### src/rtl/bus_pkg.sv
// Shared bus definitions used by the arbiter and by the initiator/target ports.
package bus_pkg;

  localparam int MAX_INIT = 16;

  typedef enum logic [1:0] {
    IDLE,
    GRANT,
    HANDOVER
  } arb_state_t;

endpackage

### src/rtl/rr_picker.sv
// Round-robin picker: first set bit of mask at or above ptr, wrapping around.
module rr_picker #(
  parameter  int N   = 4,
  localparam int IDW = $clog2(N)
) (
  input  logic [N-1:0]   mask,
  input  logic [IDW-1:0] ptr,
  output logic           found,
  output logic [IDW-1:0] idx
);

  logic [N-1:0] rotated;
  int           src;
  int           off;
  int           sum;

  // Rotate so ptr lands on bit 0, priority-encode, then rotate the index back.
  always_comb begin
    rotated = '0;
    src     = 0;
    off     = 0;
    for (int i = 0; i < N; i++) begin
      src = int'(ptr) + i;
      if (src >= N) src = src - N;
      rotated[i] = mask[IDW'(src)];
    end
    found = |rotated;
    for (int i = N - 1; i >= 0; i--) begin
      if (rotated[i]) off = i;
    end
    sum = int'(ptr) + off;
    if (sum >= N) sum = sum - N;
    idx = IDW'(sum);
  end

endmodule

### src/rtl/bus_split_arbiter.sv
// Round-robin bus arbiter with registered one-hot grants, a dead handover
// cycle between grants, and split-transaction parking / priority resume.
module bus_split_arbiter
  import bus_pkg::*;
#(
  parameter  int N_INIT = 4,
  localparam int IDW    = $clog2(N_INIT)
) (
  input  logic              clk,
  input  logic              rst_n,
  input  logic [N_INIT-1:0] req,
  input  logic              target_split,
  input  logic              split_done,
  input  logic [IDW-1:0]    split_id,
  output logic [N_INIT-1:0] grant,
  output logic              grant_valid,
  output logic [IDW-1:0]    grant_id,
  output logic [N_INIT-1:0] split_pending,
  output logic              split_err
);

  if (N_INIT < 2 || N_INIT > MAX_INIT) begin : g_bad_n_init
    $error("bus_split_arbiter: N_INIT out of range");
  end

  arb_state_t        state, state_n;
  logic [N_INIT-1:0] grant_n, pend_n, elig;
  logic [IDW-1:0]    grant_id_n, rr_ptr, rr_ptr_n, resume_id, resume_id_n;
  logic [IDW-1:0]    pick_idx, winner;
  logic              resume_valid, resume_valid_n, err_n;
  logic              pick_found, resume_hit, split_id_ok;

  assign elig        = req & ~split_pending;
  assign resume_hit  = resume_valid && elig[resume_id];
  assign winner      = resume_hit ? resume_id : pick_idx;
  assign split_id_ok = int'(split_id) < N_INIT;

  rr_picker #(.N(N_INIT)) u_rr_picker (
    .mask  (elig),
    .ptr   (rr_ptr),
    .found (pick_found),
    .idx   (pick_idx)
  );

  // NOTE: every output of this block gets a default first, so no path can
  // leave one unassigned and infer a latch.
  always_comb begin
    state_n        = state;
    grant_n        = grant;
    grant_id_n     = grant_id;
    pend_n         = split_pending;
    rr_ptr_n       = rr_ptr;
    resume_valid_n = resume_valid;
    resume_id_n    = resume_id;
    err_n          = 1'b0;

    case (state)
      GRANT: begin
        if (target_split) begin
          pend_n[grant_id] = 1'b1;
          grant_n          = '0;
          state_n          = HANDOVER;
        end else if (!req[grant_id]) begin
          grant_n = '0;
          state_n = HANDOVER;
        end
      end
      default: begin
        // IDLE and HANDOVER both arbitrate; the HANDOVER cycle itself is the
        // single dead cycle, so a waiting requester is granted right after it.
        if (target_split) err_n = 1'b1;
        if (pick_found) begin
          grant_n         = '0;
          grant_n[winner] = 1'b1;
          grant_id_n      = winner;
          rr_ptr_n        = (int'(winner) == N_INIT - 1) ? '0 : winner + 1'b1;
          state_n         = GRANT;
          if (resume_hit) resume_valid_n = 1'b0;
        end else begin
          state_n = IDLE;
        end
      end
    endcase

    // Judged against the flags as they stood before this cycle's split.
    if (split_done) begin
      if (split_id_ok && split_pending[split_id]) begin
        pend_n[split_id] = 1'b0;
        resume_valid_n   = 1'b1;
        resume_id_n      = split_id;
      end else begin
        err_n = 1'b1;
      end
    end
  end

  // NOTE: state registers use non-blocking assignments so every flop samples
  // the pre-edge values, independent of statement order.
  always_ff @(posedge clk or negedge rst_n) begin
    if (!rst_n) begin
      state         <= IDLE;
      grant         <= '0;
      grant_valid   <= 1'b0;
      grant_id      <= '0;
      split_pending <= '0;
      split_err     <= 1'b0;
      rr_ptr        <= '0;
      resume_valid  <= 1'b0;
      resume_id     <= '0;
    end else begin
      state         <= state_n;
      grant         <= grant_n;
      grant_valid   <= |grant_n;
      grant_id      <= grant_id_n;
      split_pending <= pend_n;
      split_err     <= err_n;
      rr_ptr        <= rr_ptr_n;
      resume_valid  <= resume_valid_n;
      resume_id     <= resume_id_n;
    end
  end

endmodule

### config.mk
export PLATFORM = sky130hd
export DESIGN_NAME = bus_split_arbiter
export DESIGN_NICKNAME = d
export VERILOG_FILES = /design/src/rtl/bus_pkg.sv /design/src/rtl/rr_picker.sv /design/src/rtl/bus_split_arbiter.sv
export SDC_FILE = /design/constraint.sdc
export NUM_CORES = 1
export LEC_CHECK = 0
export CORE_MARGIN = 8
export CORE_UTILIZATION = 55
export CTS_CLUSTER_DIAMETER = 50
export DETAILED_ROUTE_END_ITERATION = 8
export GPL_TIMING_DRIVEN = 0
export PLACE_DENSITY = 0.86
export SLEW_MARGIN = 10
export SYNTH_ARGS = -nofsm -noshare
export SYNTH_HDL_FRONTEND = slang
export SYNTH_HIERARCHICAL = 1
export SYNTH_SLANG_ARGS = --single-unit
### constraint.sdc
create_clock -name clk -period 5 [get_ports clk]
set_input_delay 1 -clock clk [delete_from_list [all_inputs] [get_ports clk]]
set_output_delay 1 -clock clk [all_outputs]
set_load 0.05 [all_outputs]
* Yosys cells after proc, flatten, opt, wreduce, memory -nomap -nowiden
Cells that the tools add are included.
** Word-level totals
- Flip-flop bits (word level) :: 19
- Latch bits :: 0
- Memory bits (writable) :: 0
- Bits in read-only memories :: 0
- Bits of input ports :: 10
- Logic and storage cells :: 108
- Memories :: 0
** Cells by class
- $add $sub $neg :: 10
- Multipliers :: 0
- Divide/modulo/power cells :: 0
- Order comparisons :: 16
- Equal/unequal tests :: 3
- Shift operators :: 0
- Mux-type cells :: 56
- Bitwise operators :: 6
- Reductions and logical operators :: 8
** Operators with widths (count)
- 2-to-1 mux 4 bit :: 8
- 2-to-1 mux 2 bit :: 14
- 2-to-1 mux 1 bit :: 24
- < comparator 2 x 4 -> 1 bit, second input constant :: 4
- binary-select mux 1 bit (select 2 bit) :: 7
- greater-or-equal comparator 3 bit, second input constant :: 4
- < comparator 2 x 3 -> 1 bit, second input constant :: 4
- subtractor 2 x 1 -> 2 bit, second input constant :: 5
- bitwise AND 4 bit :: 2
- NOT 4 bit :: 2
- OR reduction 4 bit :: 2
- adder 2 x 2 -> 3 bit, second input constant :: 2
- demux 1 bit (select 2 bit) :: 3
- greater-or-equal comparator 2 x 1 -> 1 bit, second input constant :: 3
- equality test 2 x 1 -> 1 bit, second input constant :: 2
- logical AND 1 bit :: 4
- bitwise OR 4 bit :: 1
- AND reduction 2 bit :: 2
- adder 2 x 1 -> 3 bit, second input constant :: 1
- adder 2 x 2 -> 3 bit :: 1
- greater-or-equal comparator 2 x 3 -> 1 bit, second input constant :: 1
- != test 3 bit, second input constant :: 1
- adder 2 x 1 -> 2 bit, second input constant :: 1
- NOT 1 bit :: 1

* Depth between registers and ports, before layout
- Depth in word-level cells :: 21
- Mapped depth :: 16

* Modules after synthesis
The synthesis kept the hierarchy.
** Modules (own cells, without submodules)
- bus_split_arbiter :: instances 1, cells each 100, area an instance 1026.0 µm², seq. area each 475.5 µm²
- rr_picker :: instances 1, cells each 25, area an instance 166.4 µm², seq. area each 0.0 µm²

* Worst setup path before layout
No wires, ideal clock.
- Path type :: input port to flip-flop
- From :: in req[0]
- To :: reg grant_valid
- Library setup time :: 0.134 ns
- Data arrival time :: 3.173 ns
- Required time :: 4.866 ns
- Path slack :: 1.693 ns
- Cell stages on the path :: 16
- Path through :: nor2b_2 -> nor2_1 -> a2bb2oi_1 -> o211ai_1 -> o21a_1 -> ha_1 -> xnor2_1 -> xnor2_1 -> a21oi_1 -> nor2_1 -> inv_1 -> ha_1 -> o21ai_0 -> o21ai_0 -> a21oi_1 -> o211ai_2
** Between the ends
- Cells in the longest elaborated chain, start to end :: 19
- Elaborated cells between the ends (all ways) :: 38
- Those cells by class :: 2 x add/sub; 3 x order compare; 28 x mux; 1 x bitwise; 4 x reduce/logical
** RTL lines
- start: declaration :: line bus_split_arbiter.sv:11 : input logic [N_INIT-1:0] req,
- bitwise AND 4 bit * :: line bus_split_arbiter.sv:33 : assign elig = req & ~split_pending;
- binary-select mux 1 bit (select 2 bit) :: line rr_picker.sv:25 : rotated[i] = mask[IDW'(src)];
- 2-to-1 mux 1 bit (implied by the code) (2 in series) :: line rr_picker.sv:25
- 2-to-1 mux 2 bit (3 in series) :: line rr_picker.sv:29 : if (rotated[i]) off = i;
- 2-to-1 mux 2 bit * :: line rr_picker.sv:29
- adder 2 x 2 -> 3 bit * :: line rr_picker.sv:31 : sum = int'(ptr) + off;
- greater-or-equal comparator 3 bit or subtractor 2 x 1 -> 2 bit (tied branches) :: line rr_picker.sv:32 : if (sum >= N) sum = sum - N;
- 2-to-1 mux 2 bit * :: line rr_picker.sv:32
- net pick_idx[1] :: line bus_split_arbiter.sv:29 : logic [IDW-1:0] pick_idx, winner;
- [1 not listed]
- net winner[1] :: line bus_split_arbiter.sv:29
- < comparator 2 x 3 -> 1 bit (implied by the code) or greater-or-equal comparator 2 x 1 -> 1 bit (tied branches) :: line bus_split_arbiter.sv:74 : grant_n[winner] = 1'b1;
- logical AND 1 bit (implied by the code) :: line bus_split_arbiter.sv:74
- 2-to-1 mux 1 bit (implied by the code) :: line bus_split_arbiter.sv:74
- demux 1 bit (select 2 bit) * :: line bus_split_arbiter.sv:74
- 2-to-1 mux 4 bit * :: line bus_split_arbiter.sv:72 : if (pick_found) begin
- 2-to-1 mux 4 bit * :: line bus_split_arbiter.sv:57 : case (state)
- OR reduction 4 bit * :: line bus_split_arbiter.sv:113 : grant_valid <= |grant_n;
- end signal: assignment :: line bus_split_arbiter.sv:113
- end: declaration :: line bus_split_arbiter.sv:16 : output logic grant_valid,
Mark *: on every way through the listed nets, which the timed path passes. The rest lies on a longest branch. The select of a mux whose other input is x is not followed.
A chain may end at the register's enable or synchronous reset.

* Worst setup path after layout
- From :: in req[0]
- To :: reg grant_valid
** Between the ends
- Cells in the longest elaborated chain, start to end :: 19
- Elaborated cells between the ends (all ways) :: 38
- Those cells by class :: 2 x add/sub; 3 x order compare; 28 x mux; 1 x bitwise; 4 x reduce/logical
** RTL lines
- bitwise AND 4 bit * :: line bus_split_arbiter.sv:33
- net elig[0] :: line bus_split_arbiter.sv:27 : logic [N_INIT-1:0] grant_n, pend_n, elig;
- binary-select mux 1 bit (select 2 bit) :: line rr_picker.sv:25
- 2-to-1 mux 1 bit (implied by the code) (2 in series) :: line rr_picker.sv:25
- 2-to-1 mux 2 bit (3 in series) :: line rr_picker.sv:29
- 2-to-1 mux 2 bit * :: line rr_picker.sv:29
- adder 2 x 2 -> 3 bit * :: line rr_picker.sv:31
- greater-or-equal comparator 3 bit or subtractor 2 x 1 -> 2 bit (tied branches) :: line rr_picker.sv:32
- [1 not listed]
- net pick_idx[1] :: line bus_split_arbiter.sv:29
- [1 not listed]
- net winner[1] :: line bus_split_arbiter.sv:29
- < comparator 2 x 3 -> 1 bit (implied by the code) or greater-or-equal comparator 2 x 1 -> 1 bit (tied branches) :: line bus_split_arbiter.sv:74
- logical AND 1 bit (implied by the code) :: line bus_split_arbiter.sv:74
- 2-to-1 mux 1 bit (implied by the code) :: line bus_split_arbiter.sv:74
- demux 1 bit (select 2 bit) * :: line bus_split_arbiter.sv:74
- 2-to-1 mux 4 bit * :: line bus_split_arbiter.sv:72
- 2-to-1 mux 4 bit * :: line bus_split_arbiter.sv:57
- OR reduction 4 bit * :: line bus_split_arbiter.sv:113
Marks and branches as above.

==> run_summary.xml <==
<?xml version="1.0" encoding="UTF-8"?>
<metrics>
  <group name="status">
    <metric name="run_status" unit="">finished, final reports clean</metric>
  </group>
  <group name="timing">
    <metric name="setup-tns-final" unit="ps">0</metric>
    <metric name="final.min_clock_period" unit="ps">3900</metric>
    <metric name="slew_headroom" unit="">0.443</metric>
    <metric name="report.final.slew_viol_count" unit="">0</metric>
    <metric name="number_of_hold_violations_in_the_final_report" unit="">0</metric>
    <metric name="fmax" unit="MHz">256</metric>
    <metric name="final_cycle_share" unit="">0.780</metric>
    <metric name="timing.final.setup_violations" unit="">0</metric>
    <metric name="worst-slew-pin-transition" unit="ps">832</metric>
    <metric name="grt_setup_unrepaired" unit="">no</metric>
    <metric name="worst_clock_skew" unit="ps">6.26</metric>
  </group>
  <group name="clocking">
    <metric name="max-clock-path-buffers" unit="">2</metric>
    <metric name="clk-insertion-delay-late" unit="ps">310</metric>
    <metric name="tritoncts_num_sinks" unit="">19</metric>
    <metric name="cts_hold_repair.buffers" unit="">0</metric>
    <metric name="htree_num_levels" unit="">1</metric>
    <metric name="numCtsBuffers" unit="">3</metric>
    <metric name="cts_root_buf" unit="">clkbuf_4</metric>
    <metric name="cts_tree" unit="">built</metric>
    <metric name="cts_setup_buffers" unit="">0</metric>
    <metric name="clk_pin_slew" unit="ps">100</metric>
    <metric name="cts_repair_resize_count" unit="">0</metric>
  </group>
  <group name="route">
    <metric name="drt.antenna.violating_nets" unit="">0</metric>
    <metric name="route.detailed.drc" unit="">0</metric>
    <metric name="drt_iter0_drc" unit="">36</metric>
    <metric name="wirelength" unit="um">2730</metric>
    <metric name="drt_pass1_iterations" unit="">4</metric>
    <metric name="wl_per_cell" unit="um">15.4</metric>
    <metric name="via_per_inst" unit="">5.97</metric>
    <metric name="dr_total_vias" unit="">1062</metric>
  </group>
  <group name="logic_synthesis">
    <metric name="mappedNetlistArea" unit="um^2">1190</metric>
    <metric name="synthArstFlopShare" unit="">1.00</metric>
    <metric name="synth_area_per_cell" unit="um^2">9.54</metric>
    <metric name="synthDistinctLibCells" unit="">36</metric>
    <metric name="synth_seq_area_share" unit="">0.399</metric>
    <metric name="synth-seq-cells" unit="">19</metric>
    <metric name="dominantRegCellSynth" unit="">dfrtp_1</metric>
    <metric name="postSynthCellCount" unit="">125</metric>
    <metric name="synth_nets" unit="">138</metric>
    <metric name="yosys-top-cells-area" unit="">dfrtp_1 40%, nand2_1 6.3%, a21oi_1 3.8%</metric>
    <metric name="largest_area_contributor_in_the_synthesized_netlist" unit="">dfrtp_1</metric>
    <metric name="synth-warning-count" unit="">6</metric>
    <metric name="most_numerous_cell_types_in_the_synthesized_netlist" unit="">20 x nand2_1, 19 x dfrtp_1, 12 x nor2_1</metric>
    <metric name="post_synth_edffs" unit="">0</metric>
    <metric name="synth_top_area_share" unit="">0.399</metric>
    <metric name="synth.most_common_cell" unit="">nand2_1</metric>
  </group>
  <group name="min_path">
    <metric name="timing.hold.worst.class" unit="">reg -&gt; reg</metric>
    <metric name="worstHoldPathCells" unit="">2</metric>
  </group>
  <group name="place">
    <metric name="detailed_place_hpwl" unit="um">2140</metric>
    <metric name="numPortBuffers" unit="">21</metric>
    <metric name="placed_cells_incl_taps" unit="">174</metric>
    <metric name="globalplace.congestion" unit="">0.851</metric>
  </group>
  <group name="grt">
    <metric name="largest_net_degree_at_the_start_of_global_routing" unit="">20</metric>
    <metric name="wire_length_of_the_first_global_routing_pass" unit="um">4560</metric>
    <metric name="grt_overflow" unit="">0</metric>
    <metric name="first_global_vias" unit="">1026</metric>
    <metric name="grt_antenna_before_repair" unit="">0</metric>
    <metric name="grtUsageTotal" unit="">0.142</metric>
  </group>
  <group name="die">
    <metric name="initial_utilization" unit="">0.561</metric>
    <metric name="boundaryPins" unit="">22</metric>
    <metric name="fp.dieH" unit="um">62.6</metric>
    <metric name="floorplan.core_area" unit="um^2">2130</metric>
    <metric name="fp-row-count" unit="">17</metric>
    <metric name="die_width" unit="um">62.6</metric>
    <metric name="die_ar" unit="um^2">3910</metric>
  </group>
  <group name="final_layout">
    <metric name="drive_above_1_share" unit="">0.180</metric>
    <metric name="final_nets" unit="">164</metric>
    <metric name="syn2layout_area_growth" unit="%">22.9</metric>
    <metric name="antenna_cells" unit="">0</metric>
    <metric name="instances_no_fill" unit="">178</metric>
  </group>
  <group name="critical_path">
    <metric name="ws_path_type" unit="">in -&gt; reg</metric>
    <metric name="critical_path.max_fanout" unit="">9</metric>
    <metric name="critPathRequiredTime" unit="ps">5190</metric>
    <metric name="setup.worst_path.end_class" unit="">register</metric>
    <metric name="r2r_cells" unit="">16</metric>
    <metric name="kind_of_start_point_of_the_critical_path" unit="">input port</metric>
    <metric name="critPathArrivalTime" unit="ps">4090</metric>
  </group>
  <group name="flow_run">
    <metric name="maxCapViolCount" unit="">0</metric>
  </group>
</metrics>
## metal layers
metal,GRT usage,up-vias,wire (um)
met2,0.246,27,1400
met5,0,-,0
li1,-,501,-
met1,0.163,527,1160
met3,0.0233,7,108
met4,0.0741,0,59
## path summary, 6_finish.rpt
kind	from	to	slack, ps
hold reg to reg	rr_ptr[1]$_DFFE_PN0P_	rr_ptr[1]$_DFFE_PN0P_	490
setup / recovery	req[0]	grant_valid$_DFF_PN0_	1100
min in group asynchronous	rst_n	split_pending[3]$_DFF_PN0_	1150
setup reg to reg	split_pending[0]$_DFF_PN0_	grant_valid$_DFF_PN0_	1830
hold / removal	rr_ptr[1]$_DFFE_PN0P_	rr_ptr[1]$_DFFE_PN0P_	490
max in group asynchronous	rst_n	rr_ptr[1]$_DFFE_PN0P_	3330
## layout make-up
type | instances | area (um^2)
Timing Repair Buffer | 21 | 210
Multi-Input combinational cell | 100 | 686
Tap cell | 28 | 35.0
Fill cell | 179 | 662
Buffer | 2 | 16.3
Clock inverter | 1 | 5.00
Inverter | 4 | 15.0
Clock buffer | 3 | 22.5
Sequential cell | 19 | 475
## through the flow
stage          setup slack [ps]  utilization  cell area (um^2)  hold slack (ps)
2_1_floorplan              1690            -              1190              445
3_3_place_gp                916        0.676              1440              462
3_5_place_dp                802        0.676              1440              477
4_1_cts                    1090        0.689              1470              501
5_1_grt                     793        0.689              1470              529
6_report                   1100        0.689              1470              494
## cell usage in the layout, fill, tap and decap left out, types with 2 or more instances in the layout
cell type         n
nor2b_2           4
a22o_1            2
inv_1             4
or2b_2            2
ha_1              3
clkbuf_4          3
nand2_1          20
dfrtp_1          19
a41oi_1           3
nor2b_1           4
clkdlybuf4s50_1  21
nand2_2           3
nor2_1           12
xnor2_1           2
o21a_1            2
mux2_2            3
o21ai_0           8
a21oi_1           9
nor3_1            4
mux4_2            2
a32oi_1           2
## worst max-delay path, cell delays in order
cell and delay, ps:
clkdlybuf4s50_1 480, nor2b_2 350, nor2_1 130, a2bb2oi_1 150, o211ai_1 180, o21a_1 140, ha_1 160, xnor2_1 80
xnor2_1 320, a21oi_1 150, nor2_1 160, inv_1 60, ha_1 190, o21ai_0 140, o21ai_0 100, a21oi_1 210
o211ai_2 110
## kinds of logic after synthesis
logic type / Yosys count / synth area share
AO/OA/AOI/OAI: 34 / 0.191
XOR/XNOR: 2 / 0.0147
adder cells (fa/ha/maj): 3 / 0.0315
buffers and inverters: 6 / 0.0262
flip-flops: 19 / 0.399
multiplexers: 8 / 0.112
AND/OR/NAND/NOR: 53 / 0.226
## flip-flops by register name (all words and copies together), names as in the netlist
| register | count |
|---|---|
| split_pending | 4 |
| resume_id | 2 |
| resume_valid | 1 |
| grant_valid | 1 |
| rr_ptr | 2 |
| grant_id | 2 |
| grant | 4 |
| split_err | 1 |
| state | 2 |
Power is left out: the tool's default activity adds up to more than one toggle a clock period on the data nets, which glitch-free logic cannot reach.
